## config.mk

```make
export PLATFORM = sky130hd
export DESIGN_NAME = spi_fsm
export DESIGN_NICKNAME = d
export VERILOG_FILES = /design/src/rtl/spi_fsm.sv
export SDC_FILE = /design/constraint.sdc
export NUM_CORES = 1
export LEC_CHECK = 0
export CAP_MARGIN = 15
export CORE_MARGIN = 2
export CORE_UTILIZATION = 40
export DETAILED_ROUTE_END_ITERATION = 6
export PLACE_DENSITY = 0.72
export SYNTH_ARGS = -nofsm -noshare
export SYNTH_HDL_FRONTEND = slang
export SYNTH_SLANG_ARGS = --single-unit
```

## constraint.sdc

```tcl
create_clock -name clk -period 1.6 [get_ports clk]
set_clock_uncertainty 0.2 [all_clocks]
set_input_delay 0.16 -clock clk [delete_from_list [all_inputs] [get_ports clk]]
set_output_delay 0.16 -clock clk [all_outputs]
set_load 0.05 [all_outputs]
```

## src/rtl/spi_fsm.sv

```systemverilog
// -----------------------------------------------------------------------------
// spi_fsm -- SPI peripheral transaction controller.
//
// Sequences one SPI transaction per chip-select assertion: a WIDTH-bit address
// phase (bit 0 of the shifted word selects read=1 / write=0), then either a
// read phase (parallel-load the shift register, drive MISO for WIDTH falling
// edges) or a write phase (receive WIDTH bits, then strobe the data memory).
// Chip select deasserting aborts from any state. All outputs are registered.
//
// Optional feature: define SPI_FSM_TIMEOUT_EN to add a watchdog that aborts a
// stalled transaction into DONE after TIMEOUT_CYCLES clk cycles without SCLK
// activity, pulsing timeoutErr. Without it timeoutErr is tied to 0.
//
// Ports:
//   clk              system clock, rising-edge active
//   rst_n            asynchronous active-low reset
//   csConditioned    conditioned chip select, active low
//   sclkRise         1-clk pulse per conditioned SCLK rising edge
//   sclkFall         1-clk pulse per conditioned SCLK falling edge
//   shiftRegOut      shift register parallel output (bit 0 = R/W after address)
//   addrLatchEnable  1-cycle address latch load strobe
//   dmWriteEnable    1-cycle data memory write strobe
//   srParallelLoad   1-cycle shift register parallel load strobe
//   misoBufferEnable MISO tri-state enable during the read data phase
//   busy             high whenever not IDLE
//   timeoutErr       1-cycle pulse on watchdog expiry
// -----------------------------------------------------------------------------
module spi_fsm #(
   parameter int WIDTH          = 8,
   parameter int TIMEOUT_CYCLES = 255
) (
   input  logic             clk,
   input  logic             rst_n,
   input  logic             csConditioned,
   input  logic             sclkRise,
   input  logic             sclkFall,
   input  logic [WIDTH-1:0] shiftRegOut,
   output logic             addrLatchEnable,
   output logic             dmWriteEnable,
   output logic             srParallelLoad,
   output logic             misoBufferEnable,
   output logic             busy,
   output logic             timeoutErr
);

   localparam int CNT_W = $clog2(WIDTH) + 1;
   localparam logic [CNT_W-1:0] CNT_LAST = CNT_W'(WIDTH - 1);
   localparam logic [CNT_W-1:0] CNT_FULL = CNT_W'(WIDTH);

   typedef enum logic [2:0] {
      IDLE, GET_ADDR, ADDR_LATCH, READ_LOAD,
      READ_SHIFT, WRITE_RX, WRITE_COMMIT, DONE
   } state_t;

   state_t           state, stateNext;
   logic [CNT_W-1:0] edgeCnt, edgeCntNext;
   logic             countPulse;   // SCLK edge that the current state counts
   logic             lastEdge;     // this pulse completes a WIDTH-bit phase
   logic             wdogExpire;

   // Only bit 0 of the shifted word matters to the controller.
   logic unusedSro;
   assign unusedSro = ^shiftRegOut[WIDTH-1:1];

   always_comb begin
      stateNext   = state;
      edgeCntNext = edgeCnt;
      countPulse  = 1'b0;
      case (state)
         GET_ADDR, WRITE_RX: countPulse = sclkRise;
         READ_SHIFT:         countPulse = sclkFall;
         default:            countPulse = 1'b0;
      endcase
      // Saturating count; phases end on reaching WIDTH so it never wraps.
      if (countPulse && (edgeCnt != CNT_FULL)) edgeCntNext = edgeCnt + 1'b1;
      lastEdge = countPulse && (edgeCnt == CNT_LAST);

      case (state)
         IDLE: begin
            edgeCntNext = '0;
            stateNext   = GET_ADDR;   // cs check below keeps us idle
         end
         GET_ADDR:     if (lastEdge) stateNext = ADDR_LATCH;
         ADDR_LATCH: begin
            edgeCntNext = '0;
            stateNext   = shiftRegOut[0] ? READ_LOAD : WRITE_RX;
         end
         READ_LOAD:    stateNext = READ_SHIFT;
         READ_SHIFT:   if (lastEdge) stateNext = DONE;
         WRITE_RX:     if (lastEdge) stateNext = WRITE_COMMIT;
         WRITE_COMMIT: stateNext = DONE;
         DONE:         stateNext = DONE;
         default:      stateNext = IDLE;
      endcase

      if (wdogExpire) stateNext = DONE;

      // Chip select release wins over everything, including a same-cycle
      // final SCLK edge, so no strobe can follow it.
      if (csConditioned) begin
         stateNext   = IDLE;
         edgeCntNext = '0;
      end
   end

   always_ff @(posedge clk or negedge rst_n) begin
      if (!rst_n) begin
         state            <= IDLE;
         edgeCnt          <= '0;
         addrLatchEnable  <= 1'b0;
         dmWriteEnable    <= 1'b0;
         srParallelLoad   <= 1'b0;
         misoBufferEnable <= 1'b0;
         busy             <= 1'b0;
      end else begin
         state            <= stateNext;
         edgeCnt          <= edgeCntNext;
         // Outputs are decoded from the next state so they appear in the
         // same cycle the state is occupied, straight from flops.
         addrLatchEnable  <= (stateNext == ADDR_LATCH);
         dmWriteEnable    <= (stateNext == WRITE_COMMIT);
         srParallelLoad   <= (stateNext == READ_LOAD);
         misoBufferEnable <= (stateNext == READ_SHIFT);
         busy             <= (stateNext != IDLE);
      end
   end

`ifdef SPI_FSM_TIMEOUT_EN
   localparam int WD_W = $clog2(TIMEOUT_CYCLES + 1);
   localparam logic [WD_W-1:0] WD_LAST = WD_W'(TIMEOUT_CYCLES - 1);

   logic [WD_W-1:0] wdog, wdogNext;

   // Counts stalled cycles in the states that wait on SCLK; any counted
   // edge restarts it, and every other state holds it at zero so each
   // waiting state starts with a fresh budget.
   always_comb begin
      wdogNext   = '0;
      wdogExpire = 1'b0;
      if ((state == GET_ADDR || state == READ_SHIFT || state == WRITE_RX)
          && !countPulse) begin
         if (wdog == WD_LAST) wdogExpire = 1'b1;
         else                 wdogNext   = wdog + 1'b1;
      end
      if (csConditioned) wdogNext = '0;
   end

   always_ff @(posedge clk or negedge rst_n) begin
      if (!rst_n) begin
         wdog       <= '0;
         timeoutErr <= 1'b0;
      end else begin
         wdog       <= wdogNext;
         timeoutErr <= wdogExpire && !csConditioned;
      end
   end
`else
   localparam int unusedTimeout = TIMEOUT_CYCLES;
   assign wdogExpire = 1'b0;
   assign timeoutErr = 1'b0;
`endif

endmodule

```

# Word level (Yosys, flattened, before mapping)
# Cells that the tools add are included.
[word_totals]
ff_bits = 12
latch_bits = 0
mem_bits_rw = 0
romBits = 0
output_inout_bits = 6
memories = 0
[op_classes]
n_addsub = 1
multipliers = 0
div = 0
order_cmp = 0
n_eq_ne = 13
shift = 0
mux = 10
bitwise_logic = 0
reduce_logical = 8
[ops]
columns = ["operator", "count"]
rows = [
  ["case mux 3 bit (7 select lines)", 1],
  ["== test 3 bit, second input constant", 6],
  ["two-way mux 3 bit", 5],
  ["== test 3 x 2 -> 1 bit, second input constant", 4],
  ["two-way mux 4 bit", 3],
  ["nonzero test 3 bit", 2],
  ["OR reduction 2 bit", 3],
  ["adder 4 x 1 -> 4 bit, second input constant", 1],
  ["== test 4 x 3 -> 1 bit, second input constant", 1],
  ["inequality test 4 bit, second input constant", 1],
  ["== test 3 x 1 -> 1 bit, second input constant", 1],
  ["zero test 3 bit", 1],
  ["logical AND 1 bit", 2],
  ["case mux 1 bit (2 select lines)", 1],
]

# Longest topological paths before layout
[logic_depth]
word_depth = 8
ltp_mapped = 5
depth_no_buf = 5

# Worst setup path after synthesis
# Ideal clock, no wire load.
[synth_path]
kind = "reg-to-reg"
startpoint = "register state[0]"
endpoint = "register state[0]"
setup_time_ns = 0.099
t_arrival_ns = 1.342
t_required_ns = 1.301
path_slack_ns = -0.042
stages_incl_launch_ff = 5
n_path_buf = 1
cell_sequence = "dfrtp_1 buf_6 nand3b_4 a2111o_1 a311oi_1"
[synth_between]
elab_chain_len = 7
elab_cells_between_ends = 17
cone_classes = "eq/ne: 7; mux: 6; reduce/logical: 4"
[synth_rtl]
columns = ["element", "line", "source"]
rows = [
  ["start: declaration", "55", "state_t state, stateNext;"],
  ["start signal: assignment", "116", "state <= stateNext;"],
  ["== test 3 bit or == test 3 x 1 -> 1 bit (tied branches)", "69, 78", ""],
  ["OR reduction 2 bit", "69", "case (state)"],
  ["case mux 1 bit (2 select lines)", "69", ""],
  ["logical AND 1 bit", "76", "lastEdge = countPulse && (edgeCnt == CNT_LAST);"],
  ["two-way mux 3 bit, on equally long branches", "90, 83, 89", ""],
  ["case mux 3 bit (7 select lines) (*)", "78", "case (state)"],
  ["two-way mux 3 bit (*)", "100", "if (csConditioned) begin"],
  ["net stateNext[0]", "55", ""],
]
# Mark *: on every way through the listed nets, which the timed path passes. The rest lies on a longest branch.
# A chain may end at the register's enable or synchronous reset.

# Final worst setup path
[layout_path]
startpoint = "register edgeCnt[1]"
endpoint = "register dmWriteEnable"
[layout_between]
elab_chain_len = 6
elab_cells_between_ends = 8
cone_classes = "eq/ne: 2; mux: 5; reduce/logical: 1"
[layout_rtl]
columns = ["element", "line", "source"]
rows = [
  ["start: declaration", "56", "logic [CNT_W-1:0] edgeCnt, edgeCntNext;"],
  ["start signal: assignment", "117", "edgeCnt <= edgeCntNext;"],
  ["== test 4 x 3 -> 1 bit (*)", "76", ""],
  ["logical AND 1 bit (*)", "76", ""],
  ["two-way mux 3 bit, on equally long branches", "90, 83, 89", ""],
  ["case mux 3 bit (7 select lines) (*)", "78", ""],
  ["two-way mux 3 bit (*)", "100", ""],
  ["== test 3 bit (*)", "121", "dmWriteEnable <= (stateNext == WRITE_COMMIT);"],
  ["end signal: assignment", "121", ""],
  ["end: declaration", "39", "output logic dmWriteEnable,"],
]
# Every way passes the cells marked *; elsewhere a longest branch is shown, timed or not.

==> results.sh <==
export IMPL_outcome="finished, violations left"
export IMPL_violations="negative setup slack"
export IMPL_path_cells="ha_2 -> nand2b_4 -> a2111o_1 -> nor3_1"
export IMPL_antenna_found_initial=0
export IMPL_grt_max_degree=13
export IMPL_hpwl_um=926.8
export IMPL_reg2reg_slack_ns=-0.04
export IMPL_synth_ff_type="dfrtp_1"
export IMPL_core_area_um2=1524
export IMPL_ys_ff_latch=12
export IMPL_drc_errors=0
export IMPL_timing_final_max_slew_violations=0
export IMPL_yosys_area_top_type="dfrtp_1"
export IMPL_ant_nets=0
export IMPL_total_power_uw=614.7
export IMPL_final_cell_area_um2=903.4
export IMPL_tns_ns=-0.05076
export IMPL_clkLatencyLatePin_ns=0.26
export IMPL_cts_tree="done"
export IMPL_place_port_buffers=10
export IMPL_viasPerCell=5.155
export IMPL_hp_start="shiftRegOut[0]"
export IMPL_r2r_start="edgeCnt[1]"
export IMPL_die_y_um=44.33
export IMPL_synth_common_cells="dfrtp_1, nand2_1, inv_1"
export IMPL_num_rows=14
export IMPL_setup_viol=2
export IMPL_worstRegToRegCells=4
export IMPL_die_w_um=44.33
export IMPL_grt_pass1_vias=515
export IMPL_nets=103
export IMPL_netlist_top_cells_area="dfrtp_1, mux2i_1, nand2_1"
export IMPL_drt_first_pass_iters=4
export IMPL_p_sw_uw=136.0
export IMPL_fin_ws_ns=-0.03842
export IMPL_yosysSeqAreaShare_pct=46.15
export IMPL_p_int_uw=478.6
export IMPL_netlist_area_um2=650.6
export IMPL_final_hold_viol_count=0
export IMPL_fill_cells=118
export IMPL_yosys_area_top_type_share_pct=46.15
export IMPL_routabilityCongestion=0.7577
export IMPL_drive_gt1_share_pct=39.08
export IMPL_leakagePower_nw=0.4106
export IMPL_synth_edf_count=0
export IMPL_clk_pin_slew_worst_paths_ns=0.08
export IMPL_slowest_stage="a2111o_1"
export IMPL_start_util_pct=42.69
export IMPL_synth_area_per_cell_um2=10.17
export IMPL_yosysWarningCount=0
export IMPL_arrival_ns=1.61
export IMPL_power_density_nw_per_um2=680.4
export IMPL_combPwrFrac_pct=11.8
export IMPL_netlist_instances=64
export IMPL_end_kind="register"
export IMPL_die_area_um2=1965
export IMPL_crit_fanout=5
export IMPL_routed_wl_um=1292
export IMPL_period_needed_ns=1.638
export IMPL_period_share_pct=102.4
export IMPL_crit_type="reg -> reg"
export IMPL_fmax_mhz=610.3
export IMPL_worstHoldPathCells=3
export IMPL_holdPathEnd="srParallelLoad"
export IMPL_gr_usage_all_layers_pct=15.19
export IMPL_synth_cell_types=28
export IMPL_grt_pass1_wl_um=2201
export IMPL_cts_path_max_buffers=2
export IMPL_area_growth_syn_to_layout_pct=38.85
export IMPL_sw_frac_of_total_pct=22.13
export IMPL_cts_buffers=3
export IMPL_drt_iter0_markers=9
export IMPL_timing_rr_end="dmWriteEnable"
export IMPL_io_pins=19
export IMPL_cp_start_kind="register"
export IMPL_cap_violations=0
export IMPL_async_flop_share_pct=100.0
export IMPL_max_stage_delay_ns=0.44
export IMPL_rsz0062_at_grt="true"
export IMPL_avgRoutedWirePerCell_um=12.54
export IMPL_max_vdd_ir_drop_uv=281.6
export IMPL_yosysMostFrequentCell="dfrtp_1"
export IMPL_required_ns=1.57
export IMPL_placed_cell_area_um2=805.8
export IMPL_power_share_clock_pct=37.9
export IMPL_cts_num_sinks=12
export IMPL_diodes=0
export IMPL_vias=531
export IMPL_seqPwrFrac_pct=50.3
export IMPL_min_path_type="in -> reg"
export IMPL_cts_root_buffer="clkbuf_4"
export IMPL_gr_total_overflow=0
export IMPL_syn_nets=79
export IMPL_cts_max_level=1
layout make-up:
cell class	instances	area, µm²	share of cell area (%)
Multi-Input combinational cell	42	336.6	37.26
Sequential cell	12	300.3	33.24
Timing Repair Buffer	23	187.7	20.78
Clock buffer	4	36.28	4.017
Inverter	6	22.52	2.493
Tap cell	16	20.02	2.216
worst max-delay path: cells and delay by family (launching register included):
family                   cells  cell delay (ns)
adder cells (fa/ha/maj)      1             0.21
AND/OR/NAND/NOR              2             0.30
AO/OA/AOI/OAI                1             0.44
flip-flops                   1             0.39
worst max path at each step:
stage | cells after the start | start | to | slack [ns]
6_report | 4 | edgeCnt[1] | dmWriteEnable | -0.04
3_5_place_dp | 4 | sclkRise | state[0] | -0.22
3_3_place_gp | 6 | sclkFall | edgeCnt[0] | -0.17
4_1_cts | 4 | edgeCnt[1] | addrLatchEnable | -0.04
2_1_floorplan | 4 | state[1] | state[0] | -0.0005
5_1_grt | 4 | edgeCnt[1] | state[0] | -0.11
placed cells by master, fill, tap and decap left out:
| cell | n |
|---|---|
| nand3_1 | 1 |
| buf_4 | 17 |
| nand2b_1 | 2 |
| o2bb2ai_1 | 1 |
| nand3b_4 | 1 |
| inv_2 | 1 |
| a311oi_2 | 1 |
| dlygate4sd3_1 | 1 |
| a2111o_1 | 1 |
| o21ba_2 | 1 |
| clkdlybuf4s50_1 | 5 |
| nor4_2 | 1 |
| nand2b_4 | 1 |
| conb_1 | 1 |
| nor4_1 | 1 |
| mux2i_1 | 4 |
| nor2_1 | 2 |
| and3b_2 | 1 |
| clkbuf_4 | 3 |
| a21oi_1 | 3 |
| ha_2 | 2 |
| a211oi_2 | 2 |
| clkbuf_8 | 1 |
| nand2_1 | 10 |
| nor3_1 | 2 |
| nand4b_1 | 1 |
| o41ai_2 | 1 |
| inv_1 | 5 |
| dfrtp_1 | 12 |
| nand3b_1 | 1 |
| a21bo_2 | 1 |
power groups by stage:
stage                     clock, mW  combinational, mW  sequential (mW)
after floorplan                   0             0.0296            0.319
after global placement            0             0.0648            0.315
after detailed placement          0             0.0660            0.315
after CTS                     0.241             0.0700            0.309
after global routing          0.256             0.0795            0.310
final                         0.233             0.0723            0.309
flip-flops by register name, indices dropped and copies added (netlist names):
register and count:
addrLatchEnable 1, busy 1, dmWriteEnable 1, edgeCnt 4, misoBufferEnable 1, srParallelLoad 1, state 3
logic make-up after synthesis:
| group | share of synthesized area [%] |
|---|---|
| compound gates | 13.46 |
| fa+ha+maj | 3.846 |
| buf+inv | 7.691 |
| flops | 46.15 |
| mux | 6.154 |
| other cells | 0.5764 |
| simple gates | 22.12 |
per-layer routing:
metal	vias up	GRT usage, %	wire, µm
met5	-	0	0
met4	0	5.455	19
met3	2	2.449	38
met2	8	25.00	640
met1	256	20.16	593
li1	265	-	-
through the flow:
step / utilization, % / setup WS [ns] / cells / hold slack [ns]
finish: 59.28 / -0.03842 / 103 / 0.3073
global route: 59.28 / -0.1096 / 103 / 0.3363
CTS: 57.31 / -0.04427 / 102 / 0.2944
detailed placement: 52.87 / -0.2187 / 96 / 0.2729
global placement: 52.87 / -0.1716 / 96 / 0.2704
floorplan: - / -0.0005295 / 64 / -0.3356
what timing repair did:
item                                    CTS  global route
resized for setup                         3             6
cloned                                    0             0
endpoints found under the hold margin    12             0
hold buffers                              1             0
pin swaps                                 3             1
buffers inserted                          1             1
endpoints found under the setup margin    6             7
No activity file was read; power rests on OpenSTA's default activity.
